**config.mk**
```make
export PLATFORM = sky130hd
export DESIGN_NAME = enc_formatter
export DESIGN_NICKNAME = d
export VERILOG_FILES = /design/src/rtl/enc_formatter_pkg.sv /design/src/rtl/enc_formatter_counter.sv /design/src/rtl/enc_formatter.sv
export SDC_FILE = /design/constraint.sdc
export NUM_CORES = 1
export LEC_CHECK = 0
export CORE_MARGIN = 5
export CORE_UTILIZATION = 35
export CTS_CLUSTER_SIZE = 40
export DETAILED_ROUTE_END_ITERATION = 6
export PLACE_DENSITY = 0.77
export SLEW_MARGIN = 20
export SYNTH_ARGS = -nofsm -noshare
export SYNTH_HDL_FRONTEND = slang
export SYNTH_HIERARCHICAL = 1
export SYNTH_SLANG_ARGS = --single-unit
```
**constraint.sdc**
```tcl
create_clock -name clk -period 2.07 [get_ports clk]
set_input_delay 0.5175 -clock clk [delete_from_list [all_inputs] [get_ports clk]]
set_output_delay 0.5175 -clock clk [all_outputs]
set_load 0.01 [all_outputs]
```
**src/rtl/enc_formatter_pkg.sv**
```systemverilog
// Shared encoder header: symbol geometry, codeword lengths, derived beat
// counts and the phase encoding understood by the parity processor.
package enc_formatter_pkg;

   localparam int EGF_ORDER   = 8;
   localparam int RS_MES_LEN  = 239;
   localparam int RS_PAR_LEN  = 16;
   localparam int ENC_SYM_NUM = 4;

   localparam int MES_BEATS = (RS_MES_LEN + ENC_SYM_NUM - 1) / ENC_SYM_NUM;
   localparam int PAR_BEATS = (RS_PAR_LEN + ENC_SYM_NUM - 1) / ENC_SYM_NUM;

   localparam int DATA_W      = ENC_SYM_NUM * EGF_ORDER;
   localparam int FOR_PHASE_W = 3;

   // A single-beat message still needs a 1-bit counter to exist
   localparam int BEAT_W  = (MES_BEATS > 1) ? $clog2(MES_BEATS) : 1;
   localparam int DRAIN_W = $clog2(PAR_BEATS + 1);

   // FOR_STA tells the processor to hold its register for a stalled cycle
   typedef enum logic [FOR_PHASE_W-1:0] {
      FOR_IDL = 3'd0,
      FOR_FIR = 3'd1,
      FOR_NOR = 3'd2,
      FOR_LAS = 3'd3,
      FOR_STA = 3'd4
   } for_phase_t;

endpackage

```
**src/rtl/enc_formatter_counter.sv**
```systemverilog
// Saturating terminal-count counter. clr restarts the count; clr together
// with inc restarts it at one so the first counted event is not lost.
module enc_for_counter #(
   parameter int WIDTH = 4,
   parameter int TERM  = 15
) (
   input  logic             clk,
   input  logic             rst_n,
   input  logic             clr,
   input  logic             inc,
   output logic [WIDTH-1:0] cnt
);

   logic at_term;

   assign at_term = (cnt == WIDTH'(TERM));

   // Count register; holds at TERM rather than wrapping
   always_ff @(posedge clk or negedge rst_n) begin
      if (!rst_n) begin
         cnt <= '0;
      end else if (clr) begin
         cnt <= inc ? WIDTH'(1) : '0;
      end else if (inc && !at_term) begin
         cnt <= cnt + WIDTH'(1);
      end
   end

endmodule

```
**src/rtl/enc_formatter.sv**
```systemverilog
// Message framer in front of the parity processor: turns accepted beats into
// FIR/NOR/LAS phases, inserts STA on source stalls, appends a fixed IDL drain
// for parity shift-out and flags misplaced in_last.
module enc_formatter
   import enc_formatter_pkg::*;
(
   input  logic                   clk,
   input  logic                   rst_n,
   input  logic                   in_valid,
   output logic                   in_ready,
   input  logic [DATA_W-1:0]      in_data,
   input  logic                   in_last,
   output logic [FOR_PHASE_W-1:0] for_phase,
   output logic [DATA_W-1:0]      for_data,
   output logic                   for_drain,
   output logic                   for_err
);

   // A message length that is a whole number of beats is not supported
   generate
      if ((RS_MES_LEN % ENC_SYM_NUM) == 0) begin : g_bad_mes_len
         $error("enc_formatter: RS_MES_LEN must not be a multiple of ENC_SYM_NUM");
      end
   endgenerate

   typedef enum logic [1:0] {
      S_IDL = 2'd0,
      S_MES = 2'd1,
      S_DRN = 2'd2
   } state_t;

   state_t                 state;
   state_t                 state_next;
   logic [FOR_PHASE_W-1:0] phase_next;
   logic [DATA_W-1:0]      data_next;
   logic                   drain_next;
   logic                   err_next;
   logic                   accept;

   logic                   beat_clr;
   logic                   beat_inc;
   logic                   drain_clr;
   logic                   drain_inc;
   logic [BEAT_W-1:0]      beat_cnt;
   logic [DRAIN_W-1:0]     drain_cnt;
   logic                   beat_last;
   logic                   drain_done;

   assign in_ready   = (state != S_DRN);
   assign accept     = in_valid && in_ready;
   assign beat_last  = (beat_cnt == BEAT_W'(MES_BEATS - 1));
   assign drain_done = (drain_cnt == DRAIN_W'(PAR_BEATS));

   enc_for_counter #(
      .WIDTH (BEAT_W),
      .TERM  (MES_BEATS - 1)
   ) u_beat_cnt (
      .clk   (clk),
      .rst_n (rst_n),
      .clr   (beat_clr),
      .inc   (beat_inc),
      .cnt   (beat_cnt)
   );

   enc_for_counter #(
      .WIDTH (DRAIN_W),
      .TERM  (PAR_BEATS)
   ) u_drain_cnt (
      .clk   (clk),
      .rst_n (rst_n),
      .clr   (drain_clr),
      .inc   (drain_inc),
      .cnt   (drain_cnt)
   );

   // Symbols pass through only on accepted beats; every other cycle carries zero
   genvar gi;
   generate
      for (gi = 0; gi < ENC_SYM_NUM; gi++) begin : g_lane
         assign data_next[gi*EGF_ORDER +: EGF_ORDER] =
            accept ? in_data[gi*EGF_ORDER +: EGF_ORDER] : '0;
      end
   endgenerate

   // State register
   always_ff @(posedge clk or negedge rst_n) begin
      if (!rst_n) begin
         state <= S_IDL;
      end else begin
         state <= state_next;
      end
   end

   // Next-state, next-phase and counter control
   always_comb begin
      state_next = state;
      phase_next = FOR_IDL;
      drain_next = 1'b0;
      err_next   = 1'b0;
      beat_clr   = 1'b0;
      beat_inc   = 1'b0;
      drain_clr  = 1'b0;
      drain_inc  = 1'b0;
      case (state)
         S_IDL: begin
            if (accept) begin
               phase_next = FOR_FIR;
               beat_clr   = 1'b1;
               beat_inc   = 1'b1;
               drain_clr  = 1'b1;
               if (in_last || (MES_BEATS == 1)) begin
                  err_next   = in_last;
                  state_next = S_DRN;
               end else begin
                  state_next = S_MES;
               end
            end
         end
         S_MES: begin
            if (accept) begin
               if (beat_last) begin
                  // The final beat closes the message whether or not in_last is set
                  phase_next = FOR_LAS;
                  err_next   = !in_last;
                  state_next = S_DRN;
               end else if (in_last) begin
                  phase_next = FOR_LAS;
                  err_next   = 1'b1;
                  state_next = S_DRN;
               end else begin
                  phase_next = FOR_NOR;
                  beat_inc   = 1'b1;
               end
            end else begin
               phase_next = FOR_STA;
            end
         end
         S_DRN: begin
            // One extra DRN cycle after the drain pulses keeps in_ready low
            // until the last for_drain cycle has been presented
            if (drain_done) begin
               state_next = S_IDL;
            end else begin
               drain_next = 1'b1;
               drain_inc  = 1'b1;
            end
         end
         default: begin
            state_next = S_IDL;
         end
      endcase
   end

   // Registered outputs to the processor
   always_ff @(posedge clk or negedge rst_n) begin
      if (!rst_n) begin
         for_phase <= FOR_IDL;
         for_data  <= '0;
         for_drain <= 1'b0;
         for_err   <= 1'b0;
      end else begin
         for_phase <= phase_next;
         for_data  <= data_next;
         for_drain <= drain_next;
         for_err   <= err_next;
      end
   end

endmodule

```
==> results.py <==
metrics = {
    "cells_and_area": {
        "drive_gt1_frac": 0.123,
        "final_net_count": 277,
        "final_area_mm2": 0.00287,
        "diodes": 0,
        "synthToLayoutAreaGrowth_pct": 50.5,
    },
    "sta": {
        "drv_slew": 0,
        "period_minus_slack_ns": 1.97,
        "slew_headroom": 0.675,
        "hold_slack_ns": 0.182,
        "skew_ns": 0.00879,
        "period_share": 0.950,
        "setup_violations": 0,
        "rsz0062_at_grt": "false",
        "timing.fmax_mhz": 508,
        "hold_violations": 0,
        "tightestPinTransition_ns": 0.488,
    },
    "setup_path": {
        "cp-endpoint": "in_ready",
        "crit_path_end_kind": "primary output",
        "reg2reg_from": "u_beat_cnt/cnt[3]",
        "cp.arrival_ns": 1.45,
        "start_kind": "register",
        "startpoint": "state[1]",
        "cp_data_required_time_ns": 1.55,
        "crit_type": "reg2out",
        "r2r_cells": 9,
        "reg2reg_setup_slack_ns": 0.21,
        "r2r_end": "u_beat_cnt/cnt[5]",
        "path_max_fanout": 7,
    },
    "cts": {
        "h-tree-depth": 2,
        "cts_tree": "yes",
        "cts_made_buffers": 5,
        "cts_max_path_buffers": 2,
        "clock-sinks": 48,
        "clock_latency_ns": 0.29,
        "clk_pin_slew_worst_paths_ns": 0.09,
        "cts_root_buf": "clkbuf_8",
    },
    "yosys": {
        "async_flop_share": 1.00,
        "synthFlopType": "dfrtp_1",
        "synth_cell_type_count": 35,
        "ys_ff_latch": 48,
        "syn_nets": 193,
        "synth_seq_area_share": 0.630,
        "synth.avg_cell_area_um2": 12.5,
        "yosysTopAreaCell": "dfrtp_1",
        "ys_top_cells_by_count": "dfrtp_1, and3_1, a21oi_1, nor2_1, inv_1",
        "synth_edf_count": 0,
        "yosys_warnings": 6,
        "yosysMostFrequentCell": "dfrtp_1",
        "synth.top_cell.area_share": 0.630,
        "synth_area_leaders": "dfrtp_1, and3_1, ha_1",
        "synth_cells": 153,
        "syn_area_mm2": 0.00191,
    },
    "place": {
        "dp_hpwl_mm": 3.17,
        "placed_area_mm2": 0.00277,
        "gp_congestion": 0.738,
        "port_buffers": 73,
    },
    "drt": {
        "postRouteAntennaNets": 0,
        "drc_errors": 0,
        "first_iter_violations": 36,
        "post_drt_wl_per_cell_um": 13.6,
        "vias": 1448,
        "routed_wl_mm": 4.17,
        "vias_per_cell": 4.73,
        "dr.pass1.iters": 4,
    },
    "grt": {
        "grt_pass1_wl_mm": 6.84,
        "grt_max_degree": 34,
        "first_global_vias": 1411,
        "grt_usage": 0.120,
        "antenna_found_initial": 0,
        "gr-total-overflow": 0,
    },
    "power": {
        "leakage_nw": 1.38,
        "power_density_mw_per_mm2": 1040,
        "p_seq_frac": 0.422,
        "p_comb_frac": 0.368,
        "ir_worst_vdd_uv": 513,
        "net-switching-power_mw": 0.904,
        "switching_share": 0.302,
        "p_clk_frac": 0.210,
        "cell_internal_pwr_mw": 2.09,
    },
    "die": {
        "rows": 26,
        "core_mm2": 0.00520,
        "initial_core_util": 0.367,
        "design.die.area_mm2": 0.00703,
        "die_y_um": 83.8,
        "die_w_um": 83.8,
        "num_io_pins": 74,
    },
    "worst_hold_path": {
        "hold_path.class": "in2async",
    },
    "run": {
        "cap_violations": 0,
    },
    "status": {
        "status": "finished clean",
    },
}
## area by class of cell
| type | count | area (um2) |
|---|---|---|
| clock buffer | 5 | 68.8 |
| inverter | 6 | 22.5 |
| timing repair buffer | 85 | 841 |
| tap | 70 | 87.6 |
| sequential | 48 | 1200 |
| multi-input combinational | 91 | 619 |
| clock inverter | 1 | 30.0 |
| fill | 456 | 2330 |
## worst max-delay path: stages, from the launching register on
cell	delay, ns
dfrtp_1	0.47
nand2b_4	0.14
clkdlybuf4s50_1	0.54
## registers in the layout, summed over array words and instances, names as in the netlist
signal           flops
for_data            32
for_phase            3
for_drain            1
u_drain_cnt/cnt      3
state                2
u_beat_cnt/cnt       6
for_err              1
## kinds of logic (layout without fill, tap and decap cells)
family / count (synthesis) / after routing / synth area share
xor gates and xnor gates: 2 / 2 / 0.00918
adders and majority gates: 4 / 4 / 0.0262
buffers and inverters: 14 / 97 / 0.0459
muxes: 2 / 2 / 0.0105
AOI/OAI and AO/OA: 19 / 19 / 0.0643
DFF: 48 / 48 / 0.630
and+or+nand+nor: 64 / 64 / 0.214
## stage by stage
step | total power, mW | utilization | TNS [ns] | cells | setup WS [ns]
2_1_floorplan | 1.89 | - | 0 | 153 | 0.273
3_3_place_gp | 2.36 | 0.532 | -0.0615 | 300 | -0.0478
3_5_place_dp | 2.40 | 0.532 | -0.141 | 300 | -0.0867
4_1_cts | 3.03 | 0.551 | 0 | 306 | 0.0225
5_1_grt | 3.18 | 0.552 | 0 | 306 | 0.0269
6_report | 2.99 | 0.552 | 0 | 306 | 0.102
## routing by layer
metal  track usage  share of wire  vias up
li1              -              -      702
met2         0.218           0.51       49
met4        0.0219         0.0074        0
met5             0              0        -
met3        0.0395          0.064        4
met1         0.140           0.42      693
## timing repair
item                                    4_1_cts  5_1_grt
hold buffers                                  0        0
setup buffers                                 0        0
gates resized for setup                       0        1
endpoints found under the setup margin        0        1
## worst min-delay path by stage
stage / startpoint / to / slack, ns
4_1_cts: rst_n / for_data[26] / 0.18
6_report: rst_n / for_data[11] / 0.18
2_1_floorplan: rst_n / for_data[0] / 0.22
3_3_place_gp: rst_n / for_data[25] / 0.50
3_5_place_dp: rst_n / for_data[26] / 0.50
5_1_grt: rst_n / for_data[25] / 0.21
## power groups by stage
stage	logic, mW	clock network (mW)	registers, mW
finish	1.10	0.628	1.26
floorplan	0.551	0	1.34
global route	1.21	0.679	1.29
CTS	1.12	0.648	1.26
global placement	1.09	0	1.27
detailed placement	1.11	0	1.28
## layout by cell type, fill, tap and decap left out, types with 2 or more instances in the layout
cell and count:
nand2_1 2, ha_1 4, inv_1 6, and3_2 3, nand3_1 4, o311ai_1 3, and3_1 29, a21oi_1 7
clkdlybuf4s50_1 72, buf_12 2, o21ai_0 4, xor2_1 2, buf_4 10, mux2i_1 2, nor3_1 4, clkbuf_8 5
nor2_1 7, dfrtp_1 47, nand2b_1 4
No activity file was read; power rests on OpenSTA's default activity.
